[config.mk]
export PLATFORM = sky130hd
export DESIGN_NAME = pixel_layer_scheduler_flat
export DESIGN_NICKNAME = d
export VERILOG_FILES = /design/src/rtl/pixel_layer_scheduler_if.sv /design/src/rtl/pixel_layer_scheduler.sv /design/src/flat_wrapper.sv
export SDC_FILE = /design/constraint.sdc
export NUM_CORES = 1
export LEC_CHECK = 0
export ABC_AREA = 1
export BUFFER_PORTS_ARGS = -buffer_cell sky130_fd_sc_hd__buf_2
export CAP_MARGIN = 25
export CORE_ASPECT_RATIO = 2
export CORE_UTILIZATION = 55
export DETAILED_ROUTE_END_ITERATION = 10
export PLACE_DENSITY = 0.79
export SLEW_MARGIN = 5
export SYNTH_ARGS = -nofsm -noshare
export SYNTH_HDL_FRONTEND = slang
export SYNTH_SLANG_ARGS = --single-unit
export TNS_END_PERCENT = 5
[constraint.sdc]
create_clock -name Clk -period 3.56 [get_ports Clk]
set_input_delay 0.356 -clock Clk [delete_from_list [all_inputs] [get_ports Clk]]
set_output_delay 0.356 -clock Clk [all_outputs]
set_load 0.01 [all_outputs]
[src/rtl/pixel_layer_scheduler_if.sv]
// Pixel-stream bundle between the VGA fetch logic, the layer scheduler and the colour mapper.
interface pixel_layer_scheduler_if;
    logic       pixel_en;
    logic       frame_start;
    logic [4:0] bg_index;
    logic       spr_valid;
    logic [4:0] spr_index;
    logic       blt_valid;
    logic [4:0] blt_index;
    logic       flash_req;
    logic [4:0] memMappedValue;
    logic       out_valid;
    logic       flash_active;
    logic       range_err;

    modport master (
        output pixel_en, frame_start, bg_index, spr_valid, spr_index,
               blt_valid, blt_index, flash_req,
        input  memMappedValue, out_valid, flash_active, range_err
    );

    modport slave (
        input  pixel_en, frame_start, bg_index, spr_valid, spr_index,
               blt_valid, blt_index, flash_req,
        output memMappedValue, out_valid, flash_active, range_err
    );
endinterface

[src/rtl/pixel_layer_scheduler.sv]
// Two-stage layer arbiter (bullet > sprite > background) with a frame-timed sprite hit-flash.
//   state     | meaning
//   IDLE      | no flash event; a flash_req is latched as pending
//   FLASH_ON  | sprite pixels replaced by FLASH_INDEX
//   FLASH_OFF | sprite pixels shown normally between flash-on phases
module pixel_layer_scheduler #(
    parameter logic [4:0]  MAX_INDEX    = 5'h15,
    parameter logic [4:0]  FLASH_INDEX  = 5'h06,
    parameter int unsigned FLASH_FRAMES = 4,
    parameter int unsigned FLASH_CYCLES = 3
) (
    input logic                    Clk,
    input logic                    Reset,
    pixel_layer_scheduler_if.slave bus
);

    typedef enum logic [1:0] {IDLE, FLASH_ON, FLASH_OFF} flash_state_t;

    localparam logic [3:0] FRM_LAST = 4'(FLASH_FRAMES - 1);
    localparam logic [2:0] CYC_LAST = 3'(FLASH_CYCLES - 1);

    flash_state_t state, state_next;
    logic         pending, pending_next;
    logic [3:0]   frm_cnt, frm_cnt_next;
    logic [2:0]   cyc_cnt, cyc_cnt_next;

    logic       s1_valid;
    logic [4:0] s1_bg_index;
    logic       s1_spr_valid;
    logic [4:0] s1_spr_index;
    logic       s1_blt_valid;
    logic [4:0] s1_blt_index;

    logic [4:0] win_index;
    logic       spr_win;
    logic       out_of_range;
    logic [4:0] resolved;

    logic [4:0] mapped_value;
    logic       out_valid_r;
    logic       range_err_r;

    always_ff @(posedge Clk) begin
        if (Reset) begin
            state   <= IDLE;
            pending <= 1'b0;
            frm_cnt <= 4'd0;
            cyc_cnt <= 3'd0;
        end else begin
            state   <= state_next;
            pending <= pending_next;
            frm_cnt <= frm_cnt_next;
            cyc_cnt <= cyc_cnt_next;
        end
    end

    always_comb begin
        state_next   = state;
        pending_next = pending;
        frm_cnt_next = frm_cnt;
        cyc_cnt_next = cyc_cnt;
        case (state)
            IDLE: begin
                if (bus.frame_start && (pending || bus.flash_req)) begin
                    state_next   = FLASH_ON;
                    pending_next = 1'b0;
                    frm_cnt_next = 4'd0;
                    cyc_cnt_next = 3'd0;
                end else if (bus.flash_req) begin
                    pending_next = 1'b1;
                end
            end
            FLASH_ON: begin
                if (bus.frame_start) begin
                    if (frm_cnt == FRM_LAST) begin
                        frm_cnt_next = 4'd0;
                        state_next   = FLASH_OFF;
                    end else begin
                        frm_cnt_next = frm_cnt + 4'd1;
                    end
                end
            end
            FLASH_OFF: begin
                if (bus.frame_start) begin
                    if (frm_cnt == FRM_LAST) begin
                        frm_cnt_next = 4'd0;
                        if (cyc_cnt == CYC_LAST) begin
                            state_next = IDLE;
                        end else begin
                            state_next   = FLASH_ON;
                            cyc_cnt_next = cyc_cnt + 3'd1;
                        end
                    end else begin
                        frm_cnt_next = frm_cnt + 4'd1;
                    end
                end
            end
            default: state_next = IDLE;
        endcase
    end

    always_ff @(posedge Clk) begin
        if (Reset) begin
            s1_valid     <= 1'b0;
            s1_bg_index  <= 5'd0;
            s1_spr_valid <= 1'b0;
            s1_spr_index <= 5'd0;
            s1_blt_valid <= 1'b0;
            s1_blt_index <= 5'd0;
        end else begin
            s1_valid     <= bus.pixel_en;
            s1_bg_index  <= bus.bg_index;
            s1_spr_valid <= bus.spr_valid;
            s1_spr_index <= bus.spr_index;
            s1_blt_valid <= bus.blt_valid;
            s1_blt_index <= bus.blt_index;
        end
    end

    // Flash override is applied after the range check, so a flashed sprite is never blanked.
    always_comb begin
        spr_win   = 1'b0;
        win_index = s1_bg_index;
        if (s1_blt_valid && (s1_blt_index != 5'd0)) begin
            win_index = s1_blt_index;
        end else if (s1_spr_valid && (s1_spr_index != 5'd0)) begin
            win_index = s1_spr_index;
            spr_win   = 1'b1;
        end
        out_of_range = (win_index > MAX_INDEX);
        resolved     = out_of_range ? 5'd0 : win_index;
        if (spr_win && (state == FLASH_ON)) begin
            resolved = FLASH_INDEX;
        end
    end

    always_ff @(posedge Clk) begin
        if (Reset) begin
            mapped_value <= 5'd0;
            out_valid_r  <= 1'b0;
            range_err_r  <= 1'b0;
        end else begin
            out_valid_r <= s1_valid;
            if (s1_valid) begin
                mapped_value <= resolved;
                if (out_of_range) begin
                    range_err_r <= 1'b1;
                end
            end
        end
    end

    assign bus.memMappedValue = mapped_value;
    assign bus.out_valid      = out_valid_r;
    assign bus.range_err      = range_err_r;
    assign bus.flash_active   = (state != IDLE);

endmodule

[src/flat_wrapper.sv]
// flat-port wrapper written by rule: the top's interface ports become plain ports
module pixel_layer_scheduler_flat 
#(
    parameter logic [4:0]  MAX_INDEX    = 5'h15,
    parameter logic [4:0]  FLASH_INDEX  = 5'h06,
    parameter int unsigned FLASH_FRAMES = 4,
    parameter int unsigned FLASH_CYCLES = 3
)
  (Clk, Reset, bus_pixel_en, bus_frame_start, bus_bg_index, bus_spr_valid, bus_spr_index, bus_blt_valid, bus_blt_index, bus_flash_req, bus_memMappedValue, bus_out_valid, bus_flash_active, bus_range_err);
  pixel_layer_scheduler_if bus_i ();
  input logic Clk;
  input logic Reset;
  input wire logic [$bits(bus_i.pixel_en)-1:0] bus_pixel_en;
  input wire logic [$bits(bus_i.frame_start)-1:0] bus_frame_start;
  input wire logic [$bits(bus_i.bg_index)-1:0] bus_bg_index;
  input wire logic [$bits(bus_i.spr_valid)-1:0] bus_spr_valid;
  input wire logic [$bits(bus_i.spr_index)-1:0] bus_spr_index;
  input wire logic [$bits(bus_i.blt_valid)-1:0] bus_blt_valid;
  input wire logic [$bits(bus_i.blt_index)-1:0] bus_blt_index;
  input wire logic [$bits(bus_i.flash_req)-1:0] bus_flash_req;
  output wire logic [$bits(bus_i.memMappedValue)-1:0] bus_memMappedValue;
  output wire logic [$bits(bus_i.out_valid)-1:0] bus_out_valid;
  output wire logic [$bits(bus_i.flash_active)-1:0] bus_flash_active;
  output wire logic [$bits(bus_i.range_err)-1:0] bus_range_err;
  assign bus_i.pixel_en = bus_pixel_en;
  assign bus_i.frame_start = bus_frame_start;
  assign bus_i.bg_index = bus_bg_index;
  assign bus_i.spr_valid = bus_spr_valid;
  assign bus_i.spr_index = bus_spr_index;
  assign bus_i.blt_valid = bus_blt_valid;
  assign bus_i.blt_index = bus_blt_index;
  assign bus_i.flash_req = bus_flash_req;
  assign bus_memMappedValue = bus_i.memMappedValue;
  assign bus_out_valid = bus_i.out_valid;
  assign bus_flash_active = bus_i.flash_active;
  assign bus_range_err = bus_i.range_err;
  pixel_layer_scheduler #(.MAX_INDEX(MAX_INDEX), .FLASH_INDEX(FLASH_INDEX), .FLASH_FRAMES(FLASH_FRAMES), .FLASH_CYCLES(FLASH_CYCLES)) u_core (.Clk(Clk), .Reset(Reset), .bus(bus_i));
endmodule
== Yosys cells after proc, flatten, opt, wreduce, memory -nomap -nowiden ==
Index checks and enable logic that the tools add are counted.

* $add $sub $neg: 2
* Multiply operators: 0
* Divide/modulo/power cells: 0
* Order comparisons: 1
* Eq/ne operators: 11
* Shift-type cells: 0
* Multiplexer cells: 24
* Bitwise operators: 0
* Reduce and logical (&&, ||, !) cells: 18

{| class="wikitable"
|+ Operators by type and width
! kind !! count
|-
| two-way mux 5 bit || 4
|-
| two-way mux 3 bit || 4
|-
| two-way mux 4 bit || 3
|-
| two-way mux 2 bit || 5
|-
| AND reduction 5 bit || 2
|-
| nonzero test 5 bit || 2
|-
| != test 2 x 1 -> 1 bit (second input constant) || 4
|-
| case mux 4 bit (2 select lines) || 1
|-
| nonzero test 2 bit || 4
|-
| != test 2 bit (second input constant) || 3
|-
| case mux 2 bit (3 select lines) || 1
|-
| case mux 3 bit (2 select lines) || 1
|-
| > comparator 5 bit (second input constant) || 1
|-
| two-way mux 1 bit || 5
|-
| adder 4 x 1 -> 4 bit (second input constant) || 1
|-
| equality test 4 x 2 -> 1 bit (second input constant) || 1
|-
| logical AND 1 bit || 4
|-
| AND reduction 2 bit || 2
|-
| adder 3 x 1 -> 3 bit (second input constant) || 1
|-
| equality test 3 x 2 -> 1 bit (second input constant) || 1
|-
| AND reduction 3 bit || 1
|-
| equality test 2 x 1 -> 1 bit (second input constant) || 1
|-
| equality test 2 bit (second input constant) || 1
|-
| logical NOT 2 bit || 1
|-
| other kinds (2) || 2
|}

* Register bits: 35
* Latch bits: 0
* RAM bits: 0
* Memory bits (read-only): 0
* Word-level logic and storage cells: 69
* Memories kept: 0

== Depth between registers and ports, before layout ==
Gate-level depths: netlist of the first run.

* Depth after elaboration: 7
* Mapped depth: 11
* Depth with buffers taken out: 11

== Least setup slack after synthesis of the first run ==
No wires, ideal clock.

* Path type: register to register
* Start point: reg u_core.state[0]
* End point: reg u_core.frm_cnt[2]
* Setup time: 58 ps
* Data arrival time: 1338 ps
* Required time: 3502 ps
* Slack: 2164 ps
* Stages on the path, launching flop included: 11
* Buffers on the path: 0
* Period minus slack after synthesis: 1396 ps
* Path through: dfxtp_1 > inv_1 > ha_1 > nor2_1 > nor2_1 > nand2_1 > inv_2 > nand2_1 > nand2_1 > a21oi_1 > o21a_1

* Word-level cells in the longest chain between the ends: 4

{| class="wikitable"
|+ RTL lines
! item !! RTL line !! source
|-
| from (decl) || pixel_layer_scheduler.sv:22 || <nowiki>flash_state_t state, state_next;</nowiki>
|-
| from (signal assigned) || pixel_layer_scheduler.sv:50 || <nowiki>state <= state_next;</nowiki>
|-
| equality test 2 bit or equality test 2 x 1 -> 1 bit (tied branches) || pixel_layer_scheduler.sv:62 || <nowiki>case (state)</nowiki>
|-
| OR reduction 2 bit (no source line) || - ||
|-
| != test 2 x 1 -> 1 bit (no source line) or nonzero test 2 bit (tied branches) || - ||
|-
| AND reduction 3 bit (no source line) || - ||
|-
| to (signal assigned) || pixel_layer_scheduler.sv:52 || <nowiki>frm_cnt <= frm_cnt_next;</nowiki>
|-
| to (decl) || pixel_layer_scheduler.sv:24 || <nowiki>logic [3:0] frm_cnt, frm_cnt_next;</nowiki>
|}

Parallel ways exist; a longest one is shown, timed or not.
A chain may end at the register's enable or synchronous reset.

== Worst setup path in the final report of the first run ==
* Start point: reg u_core.state[0]
* End point: out bus_flash_active

* Word-level cells in the longest chain between the ends: 1

{| class="wikitable"
|+ RTL lines
! item !! RTL line !! source
|-
| nonzero test 2 bit || pixel_layer_scheduler.sv:156 || <nowiki>assign bus.flash_active = (state != IDLE);</nowiki>
|-
| to (decl) || flat_wrapper.sv:23 || <nowiki>output wire logic [$bits(bus_i.flash_active)-1:0] bus_flash_active;</nowiki>
|}

Every way passes these cells.

==> metrics.cfg, run 1 <==
[global_routing]
globalRouteOverflowTotal = 0
grt_pass1_vias = 1210
grt_usage_pct = 22.09
antenna_found_initial = 0
grt_pass1_wl_mm = 4.602
grt_max_degree = 28

[synth]
yosysTopAreaCell = dfxtp_1
syn_avg_cell_area_sq_um = 7.538
synth-seq-cells = 35
synth_top_area_share_pct = 45.34
synth_nets = 234
seq_area_frac_synth_pct = 45.34
yosys-top-cells-area = dfxtp_1, nand2_1, inv_1
synth_area_sq_um = 1545
syn_inst = 205
synth_cell_types = 27
yosysWarnings = 0

[critical_path]
criticalPathCategory = flop to output port
crit_start = u_core.state[0]
start_kind = flop
r2r_slack_ns = 2.03
reg2reg_depth = 8
end_kind = output port
r2r_end = u_core.cyc_cnt[1]
crit_top_cell = inv_1
slowest_delay_ns = 0.36
cp_slowest_cell = dfxtp_1
r2r-start = u_core.state[0]
worstPathCellList = inv_1, ha_1, inv_1, buf_2
cp.required_ns = 3.20
crit_fanout = 6
cp.arrival_ns = 1.23

[hold_path]
min_path_cells = 3
worstHoldPathType = primary input to flop
worstHoldStart = bus_spr_index[0]
whs_endpoint = u_core.s1_spr_index[0]

[sta]
rsz0062_at_grt = no
setup-violations-final = 0
slew_viol_final = 0
timing.final.hold_violations = 0
fmax_mhz = 631.1
finalCritPeriodShare_pct = 44.51
tightest_slew_ns = 0.4720
fin_worst_skew_ns = 0.003917
final.min_clock_period_ns = 1.585
relSlewSlack_pct = 68.53
fin_setup_tns_ns = 0

[routing]
route.detailed.drc = 0
dr.first_iter.drc_count = 27
post_drt_wl_per_cell_um = 10.27
first_pass_iters = 4
via_per_inst = 4.865
finalWirelength_mm = 2.741
vias = 1299
postRouteAntennaNets = 0

[power]
pwr-share-clk_pct = 25.2
pwr-share-comb_pct = 30.1
power.internal_uw = 691.0
p_per_area_nw_per_um2 = 578.7
leakagePower_uw = 0.0009243
power_switching_uw = 348.2
p_seq_share_pct = 44.7
switching_share_pct = 33.51
ir_drop_uv = 373.8

[floorplan]
core_sq_um = 2603
die_height_um = 76.96
die-area_sq_um = 3038
row_count = 26
io_pins = 30
start_util_pct = 59.38
fp.dieW_um = 39.48

[place]
dp_hpwl_mm = 2.145
gp_congestion = 0.7946
dp_cells = 259
portBuffers = 29

[clocking]
cts_buffer_depth = 2
cts_tree = done
cts.sink_count = 35
htree_num_levels = 2
clkSlewWorstSetupHoldPaths_ns = 0.07
cts-root-buf = clkbuf_8
cts_buffers = 5
cts_setup_buffers = 0
clk_latency_ns = 0.28
cts.repair.resized = 0
hold_buffers = 0

[layout]
drive_gt1_share_pct = 20.92
nets = 267
antenna_cells = 0
finalNonFillerCells = 267
final_common_cell = dfxtp_1
layout_common_cells = dfxtp_1, nand2_1, inv_1
areaGrowthSynthToFinish_pct = 16.19

[job]
drv_cap = 0

[run_status]
status = complete, no violations

-- synth_stat cells, drive strengths merged --
library cell and instances:
o22ai 2, inv 39, nand3 13, ha 7, a21boi 1, nor2 31, a211oi 1, xor2 2
o21a 1, or2 1, clkinv 2, nor3 1, nand4 2, mux2i 1, a21oi 15, dfxtp 35
nand2 38, o21ai 9, clkbuf 3, nand3b 1
-- cells by family after synthesis --
kind of cell,count (synthesis),share of synthesized area [%]
AO/OA/AOI/OAI,29,10.28
XOR/XNOR,2,1.134
adder cells (fa/ha/maj),7,5.668
buffers and inverters,44,10.69
flip-flops,35,45.34
multiplexers,1,1.457
AND/OR/NAND/NOR,87,25.42
-- stage by stage --
| step | hold slack [ns] | worst slack, ns | util (%) | cell area (sq um) | total power, uW |
|---|---|---|---|---|---|
| 5_1_grt | 0.2694 | 1.871 | 68.99 | 1795 | 1119 |
| 3_5_place_dp | 0.4555 | 2.037 | 65.87 | 1714 | 784.0 |
| 3_3_place_gp | 0.4520 | 2.058 | 65.87 | 1714 | 778.8 |
| 6_report | 0.2726 | 1.975 | 68.99 | 1795 | 1039 |
| 4_1_cts | 0.2665 | 1.971 | 68.99 | 1795 | 1048 |
| 2_1_floorplan | 0.4561 | 2.164 | - | 1545 | 705.5 |
-- critical path, delay by kind of cell, from the launching register on --
kind                     cells  cell delay (ns)
adder cells (fa/ha/maj)      1             0.26
flip-flops                   1             0.36
buffers and inverters        3             0.32
-- power groups by stage --
stage	Sequential [uW]	Clock (uW)	Combinational [uW]
4_1_cts	464	272	312
3_3_place_gp	471	0	308
2_1_floorplan	468	0	238
6_report	464	262	312
3_5_place_dp	473	0	311
5_1_grt	470	291	358
-- final cells by class --
cell class | instances | area, sq um
Clock inverter | 1 | 5.005
Multi-Input combinational cell | 126 | 679.4
Inverter | 41 | 153.9
Timing Repair Buffer | 29 | 145.1
Sequential cell | 35 | 700.7
Tap cell | 28 | 35.03
Clock buffer | 7 | 76.32
Fill cell | 257 | 807.0
-- worst max path at each step --
stage                     cells past startpoint                end  slack, ns
after CTS                                     4   bus_flash_active       1.97
final                                         4   bus_flash_active       1.98
after floorplan                              10  u_core.frm_cnt[2]       2.16
after global placement                        9  u_core.cyc_cnt[1]       2.06
after global routing                          9  u_core.cyc_cnt[1]       1.87
after detailed placement                      9  u_core.cyc_cnt[1]       2.04
-- sequential cells by signal (all words and copies together) (netlist names) --
signal and cells:
u_core.cyc_cnt 3, u_core.s1_spr_index 5, u_core.bus.memMappedValue 5, u_core.bus.out_valid 1, u_core.s1_blt_valid 1, u_core.s1_bg_index 5, u_core.state 2, u_core.s1_blt_index 5
u_core.s1_valid 1, u_core.frm_cnt 4, u_core.pending 1, u_core.s1_spr_valid 1, u_core.bus.range_err 1
-- per-layer routing --
layer  up-vias  GRT usage, %  wire (um)
li1        694             -          -
met1       568         16.79        938
met2        31         42.46       1656
met3         6         6.069        101
met4         0         11.38         44
met5         -             0          0
Note: power is estimated with default switching activity, not from simulation.
==> inputs of run 2 (changes only) <==
--- a/config.mk
+++ b/config.mk
@@ -9,9 +9,9 @@
 export BUFFER_PORTS_ARGS = -buffer_cell sky130_fd_sc_hd__buf_2
 export CAP_MARGIN = 25
 export CORE_ASPECT_RATIO = 2
-export CORE_UTILIZATION = 55
+export CORE_UTILIZATION = 53
 export DETAILED_ROUTE_END_ITERATION = 10
-export PLACE_DENSITY = 0.79
+export PLACE_DENSITY = 0.77
 export SLEW_MARGIN = 5
 export SYNTH_ARGS = -nofsm -noshare
 export SYNTH_HDL_FRONTEND = slang
==> constraint.sdc (replaced) <==
create_clock -name Clk -period 1.6 [get_ports Clk]
set_input_delay 0.16 -clock Clk [delete_from_list [all_inputs] [get_ports Clk]]
set_output_delay 0.16 -clock Clk [all_outputs]
set_load 0.01 [all_outputs]
==> run 2 against run 1 <==
Wire length down 0.26%; critical endpoint is now u_core.frm_cnt[3]; largest cell class unchanged; clock power up 130%; die area is 3.6% higher; worst setup slack got worse by 1.9 ns; hold slack got worse by 0.20 ns; non-clock buffer count grew 5; largest power group unchanged.
==> metrics.cfg, run 2 (synthesis results as in run 1) <==
[global_routing]
grt_pass1_vias = 1175  ; was 1210
antenna_found_initial = 0  ; unchanged
grt_usage_pct = 20.18  ; was 22.09%
grt_pass1_wl_mm = 4.450  ; was 4.602 mm
globalRouteOverflowTotal = 0  ; unchanged
grt_max_degree = 27  ; was 28

[place]
gp_congestion = 0.8200  ; was 0.7946
dp_cells = 261  ; was 259
place_ws_ns = 0.05294  ; was 2.037 ns
dp_hpwl_mm = 2.052  ; was 2.145 mm
portBuffers = 29  ; unchanged

[routing]
route.detailed.drc = 0  ; unchanged
postRouteAntennaNets = 0  ; unchanged
first_pass_iters = 5  ; was 4
finalWirelength_mm = 2.734  ; was 2.741 mm
via_per_inst = 4.769  ; was 4.865
post_drt_wl_per_cell_um = 10.01  ; was 10.27 um
vias = 1302  ; was 1299
dr.first_iter.drc_count = 36  ; was 27

[critical_path]
end_kind = flop  ; was output port
cp.required_ns = 1.77  ; was 3.20 ns
crit_fanout = 4  ; was 6
criticalPathCategory = flop to flop  ; was flop to output port
r2r-start = u_core.state[0]  ; unchanged
path_depth = 9  ; was 4
crit_top_cell = nor2_1  ; was inv_1
slowest_delay_ns = 0.35  ; was 0.36 ns
cp_slowest_cell = dfxtp_2  ; was dfxtp_1
cp.arrival_ns = 1.67  ; was 1.23 ns
reg2reg_depth = 9  ; was 8
crit_buf_inv = 2  ; was 3
path_delay_family = simple AND/OR/NAND/NOR gates  ; was flip-flops
worstPathCellList = inv_2, ha_4, nor2_1, nor2_1, nand2_1, inv_2, nand4_1, xor2_1, nor2_1  ; was inv_1, ha_1, inv_1, buf_2
crit_start = u_core.state[0]  ; unchanged
start_kind = flop  ; unchanged

[floorplan]
core_sq_um = 2770  ; was 2603 sq um
io_pins = 30  ; unchanged
die-area_sq_um = 3149  ; was 3038 sq um
start_util_pct = 55.78  ; was 59.38%
row_count = 27  ; was 26
fp.dieW_um = 40.18  ; was 39.48 um
die_height_um = 78.36  ; was 76.96 um

[sta]
slew_viol_final = 0  ; unchanged
relSlewSlack_pct = 81.60  ; was 68.53%
finalCritPeriodShare_pct = 93.42
fmax_mhz = 669.0
layout_setup_ws_ns = 0.1053  ; was 1.975 ns
fin_worst_skew_ns = 0.005200  ; was 0.003917 ns
setup-violations-final = 0  ; unchanged
tightest_slew_ns = 0.2755  ; was 0.4720 ns
final.min_clock_period_ns = 1.495
timing.final.hold_violations = 0  ; unchanged
fin_setup_tns_ns = 0  ; unchanged

[layout]
layout_common_cells = nand2_1, dfxtp_1, inv_1  ; was dfxtp_1, nand2_1, inv_1
final_common_cell = nand2_1  ; was dfxtp_1
antenna_cells = 0  ; unchanged
finalNonFillerCells = 273  ; was 267
drive_gt1_share_pct = 25.41  ; was 20.92%
areaGrowthSynthToFinish_pct = 20.16  ; was 16.19%
nets = 272  ; was 267

[power]
p_seq_share_pct = 42.6  ; was 44.7%
switching_share_pct = 33.25  ; was 33.51%
pwr-share-comb_pct = 33.2  ; was 30.1%
power.internal_uw = 1634  ; was 691.0 uW
power_switching_uw = 814.2  ; was 348.2 uW
pwr-share-clk_pct = 24.1  ; was 25.2%
leakagePower_uw = 0.0009471  ; was 0.0009243 uW
p_per_area_nw_per_um2 = 1319  ; was 578.7 nW/um^2
ir_drop_uv = 888.4  ; was 373.8 uV

[clocking]
clk_latency_ns = 0.28  ; about the same
htree_num_levels = 2  ; unchanged
clkSlewWorstSetupHoldPaths_ns = 0.07  ; about the same
cts_buffer_depth = 2  ; unchanged
hold_buffers = 0  ; unchanged
cts_buffers = 5  ; unchanged
cts-root-buf = clkbuf_8  ; unchanged
cts_tree = done  ; unchanged
cts.sink_count = 35  ; unchanged

[job]
drv_cap = 0  ; unchanged

[hold_path]
worstHoldStart = bus_blt_valid  ; was bus_spr_index[0]
worstHoldPathType = primary input to flop  ; unchanged
min_path_cells = 3  ; unchanged

[run_status]
status = complete, no violations  ; unchanged

[run 2: per-layer routing]
metal	global-route usage (%)	vias to the layer above	wire length, um
met3	4.237	7	112
met2	37.74	31	1545
li1	-	706	-
met5	0	-	0
met1	17.96	558	1012
met4	9.667	0	63
[run 2: stage by stage]
stage | area, sq um | hold slack, ns | total power, uW | util [%]
after floorplan | 1545 | 0.2601 | 1570 | -
after global placement | 1723 | 0.3614 | 1718 | 62.20
after detailed placement | 1723 | 0.3648 | 1734 | 62.20
after CTS | 1808 | 0.07532 | 2322 | 65.27
after global routing | 1857 | 0.08012 | 2618 | 67.03
final | 1857 | 0.07686 | 2449 | 67.03
[run 2: final cells by class]
type,count,area (sq um)
flip-flops and latches,35,703.2
repair buffers,34,182.7
fillers,247,913.4
clock inverters,2,12.51
inverters,41,153.9
well taps,29,36.28
clock buffers,6,72.57
multi-input cells,126,695.7
[run 2: what timing repair did]
item                       4_1_cts  5_1_grt
gates resized for setup          0        6
setup buffers                    0        4
setup endpoints to repair        0        4
hold endpoints to repair         0        0
[run 2: worst paths after layout]
path / end / slack [ns]
worst max-delay path: u_core.frm_cnt[3] / 0.11
worst min-delay path: u_core.s1_blt_valid / 0.08
worst max register to register: u_core.frm_cnt[3] / 0.11
worst min register to register: u_core.bus.range_err / 0.45
[run 2: worst min-delay path: stages]
cell and delay [ns]:
buf_2 0.07, inv_1 0.03, nor2_1 0.06
[run 2: power by group through the flow]
stage                     combinational, uW  sequential (uW)  clock [uW]
after global routing                    909             1060         654
after floorplan                         529             1040           0
final                                   814             1040         591
after CTS                               685             1030         604
after global placement                  669             1050           0
after detailed placement                681             1050           0
==> inputs of run 3 (changes only) <==
--- a/config.mk
+++ b/config.mk
@@ -7,11 +7,13 @@
 export LEC_CHECK = 0
 export ABC_AREA = 1
 export BUFFER_PORTS_ARGS = -buffer_cell sky130_fd_sc_hd__buf_2
-export CAP_MARGIN = 25
+export CAP_MARGIN = 0
+export CELL_PAD_IN_SITES_DETAIL_PLACEMENT = 1
+export CELL_PAD_IN_SITES_GLOBAL_PLACEMENT = 1
 export CORE_ASPECT_RATIO = 2
-export CORE_UTILIZATION = 53
+export CORE_UTILIZATION = 39
 export DETAILED_ROUTE_END_ITERATION = 10
-export PLACE_DENSITY = 0.77
+export PLACE_DENSITY_LB_ADDON = 0.1
 export SLEW_MARGIN = 5
 export SYNTH_ARGS = -nofsm -noshare
 export SYNTH_HDL_FRONTEND = slang
==> run 3 against run 2 <==
First-iteration DRC count fell by 75%; global-route usage fell by 1.9 points; combinational power decreased by 9.6%; design area decreased by 0.67%; sequential share of layout area increased by 0.26 points; total power is 3.3% lower; register-to-register slack is essentially flat; non-clock buffer count down 4; clock-buffer cell count increased by 1; flip-flop and latch count unchanged; utilization decreased by 19 points; wire length rose by 19%; critical path type unchanged; critical endpoint is now u_core.frm_cnt[2]; highest routed layer unchanged.
==> metrics.cfg, run 3 (synthesis results as in run 1) <==
[clocking]
clk_latency_ns = 0.28  ; about the same
cts_buffers = 5  ; unchanged
clkSlewWorstSetupHoldPaths_ns = 0.07  ; about the same
cts-root-buf = clkbuf_8  ; unchanged
cts_tree = done  ; unchanged
htree_num_levels = 2  ; unchanged
cts.sink_count = 35  ; unchanged
cts_buffer_depth = 2  ; unchanged
cts_setup_buffers = 0  ; unchanged

[power]
pwr-share-comb_pct = 31.1  ; was 33.2%
leakagePower_uw = 0.0009292  ; was 0.0009471 uW
p_per_area_nw_per_um2 = 1284  ; was 1319 nW/um^2
ir_drop_uv = 628.0  ; was 888.4 uV
p_seq_share_pct = 43.9  ; was 42.6%
power_switching_uw = 806.8  ; was 814.2 uW
pwr-share-clk_pct = 25.0  ; was 24.1%
switching_share_pct = 34.06  ; was 33.25%
power.internal_uw = 1562  ; was 1634 uW

[place]
gp_congestion = 0.7385  ; was 0.8200
dp_cells = 283  ; was 261
portBuffers = 29  ; unchanged
dp_hpwl_mm = 2.727  ; was 2.052 mm
place_ws_ns = 0.03687  ; was 0.05294 ns

[layout]
finalNonFillerCells = 291  ; was 273
nets = 268  ; was 272
drive_gt1_share_pct = 23.33  ; was 25.41%
fillerInstances = 508  ; was 247
antenna_cells = 0  ; unchanged
final_common_cell = nand2_1  ; unchanged
areaGrowthSynthToFinish_pct = 19.35  ; was 20.16%
layout_common_cells = nand2_1, inv_1, dfxtp_1  ; was nand2_1, dfxtp_1, inv_1

[global_routing]
grt_usage_pct = 18.26  ; was 20.18%
grt_max_degree = 17  ; was 27
grt_pass1_wl_mm = 5.568  ; was 4.450 mm
antenna_found_initial = 0  ; unchanged
grt_pass1_vias = 1453  ; was 1175
globalRouteOverflowTotal = 0  ; unchanged

[routing]
postRouteAntennaNets = 0  ; unchanged
finalWirelength_mm = 3.255  ; was 2.734 mm
dr.first_iter.drc_count = 9  ; was 36
via_per_inst = 4.691  ; was 4.769
post_drt_wl_per_cell_um = 11.19  ; was 10.01 um
first_pass_iters = 4  ; was 5
route.detailed.drc = 0  ; unchanged
vias = 1365  ; was 1302

[sta]
timing.final.hold_violations = 0  ; unchanged
slew_viol_final = 0  ; unchanged
layout_setup_ws_ns = 0.09221  ; was 0.1053 ns
fmax_mhz = 663.2  ; was 669.0 MHz
setup-violations-final = 0  ; unchanged
finalCritPeriodShare_pct = 94.24  ; was 93.42%
relSlewSlack_pct = 80.05  ; was 81.60%
rsz0062_at_grt = yes
tightest_slew_ns = 0.2986  ; was 0.2755 ns
fin_worst_skew_ns = 0.006335  ; was 0.005200 ns
final.min_clock_period_ns = 1.508  ; was 1.495 ns

[critical_path]
slowest_delay_ns = 0.33  ; was 0.35 ns
path_delay_family = simple AND/OR/NAND/NOR gates  ; unchanged
r2r_slack_ns = 0.09  ; was 0.11 ns
start_kind = flop  ; unchanged
cp_slowest_cell = dfxtp_2  ; unchanged
path_depth = 10  ; was 9
end_kind = flop  ; unchanged
crit_buf_inv = 2  ; unchanged
cp.required_ns = 1.83  ; was 1.77 ns
cp.arrival_ns = 1.74  ; was 1.67 ns
reg2reg_depth = 10  ; was 9
crit_start = u_core.state[0]  ; unchanged
crit_fanout = 4  ; unchanged
r2r-start = u_core.state[0]  ; unchanged
criticalPathCategory = flop to flop  ; unchanged
worstPathCellList = inv_1, ha_2, nor2_1, nor2_1, nand2_1, inv_2, nand2_1, nand2_1, a21oi_1, o21a_1  ; was inv_2, ha_4, nor2_1, nor2_1, nand2_1, inv_2, nand4_1, xor2_1, nor2_1
r2r_end = u_core.frm_cnt[2]  ; was u_core.frm_cnt[3]
crit_end = u_core.frm_cnt[2]  ; was u_core.frm_cnt[3]
crit_top_cell = nand2_1  ; was nor2_1

[floorplan]
io_pins = 30  ; unchanged
core_sq_um = 3804  ; was 2770 sq um
fp.dieW_um = 46.51  ; was 40.18 um
die_height_um = 91.02  ; was 78.36 um
row_count = 32  ; was 27
die-area_sq_um = 4233  ; was 3149 sq um
start_util_pct = 40.63  ; was 55.78%

[run_status]
status = complete, no violations  ; unchanged

[job]
drv_cap = 0  ; unchanged

[hold_path]
worstHoldPathType = primary input to flop  ; unchanged

run 3: cell types whose count changed in the layout (fill, tap and decap cells not counted):
cell        change
clkinvlp_4      -1
ha_1            -1
clkbuf_1        +1
inv_1           +2
nand3_2         +1
a21oi_1         +1
ha_2            +2
a21oi_2         -1
nand3_1         -1
buf_4           -4
ha_4            -1
inv_2           -2
run 3: cell type report:
cell class / instances / area, sq um / area share, %
sequential: 35 / 703.2 / 38.13
timing repair buffer: 30 / 152.6 / 8.277
multi-input combinational: 126 / 689.4 / 37.38
inverter: 41 / 153.9 / 8.345
clock buffer: 7 / 76.32 / 4.138
tap: 51 / 63.81 / 3.460
clock inverter: 1 / 5.005 / 0.2714
run 3: layer usage:
layer | share of wire (%) | wire length [um] | global-route usage [%]
met2 | 61 | 1985 | 36.00
met3 | 3.6 | 116 | 4.374
met4 | 2.6 | 86 | 9.069
met1 | 33 | 1067 | 13.98
met5 | 0 | 0 | 0
run 3: through the flow:
step                      TNS [ns]  hold WS, ns  util (%)  total power (uW)  cell area [sq um]
after global placement           0       0.3593     46.02              1722               1750
after detailed placement         0       0.3703     46.02              1777               1750
after global routing      -0.01092      0.07620     48.49              2547               1844
after CTS                        0      0.06803     48.16              2382               1832
after floorplan                  0       0.2601         -              1570               1545
final                            0      0.07953     48.49              2369               1844
run 3: how the worst min path moves through the flow:
stage / from / endpoint / slack [ns] / cells past startpoint
after CTS: bus_bg_index[4] / u_core.s1_bg_index[4] / 0.07 / 3
after global placement: bus_blt_index[4] / u_core.s1_blt_index[4] / 0.36 / 3
final: bus_bg_index[4] / u_core.s1_bg_index[4] / 0.08 / 3
after global routing: bus_bg_index[3] / u_core.s1_bg_index[3] / 0.08 / 3
after detailed placement: bus_bg_index[4] / u_core.s1_bg_index[4] / 0.37 / 3
after floorplan: bus_frame_start / u_core.pending / 0.26 / 1
run 3: tightest hold or removal path, stage by stage:
cell,delay [ns]
buf_2,0.07
inv_1,0.03
nor2_1,0.06
run 3: power by group through the flow:
| stage | clock network [uW] | registers, uW | logic, uW |
|---|---|---|---|
| 2_1_floorplan | 0 | 1040 | 529 |
| 3_5_place_dp | 0 | 1060 | 720 |
| 5_1_grt | 661 | 1050 | 834 |
| 4_1_cts | 622 | 1040 | 725 |
| 3_3_place_gp | 0 | 1050 | 677 |
| 6_report | 593 | 1040 | 736 |
run 3: timing repair:
action,CTS,global route
gates resized for setup,0,5
hold buffers,0,0
endpoints found under the hold margin,0,0
setup endpoints to repair,0,4
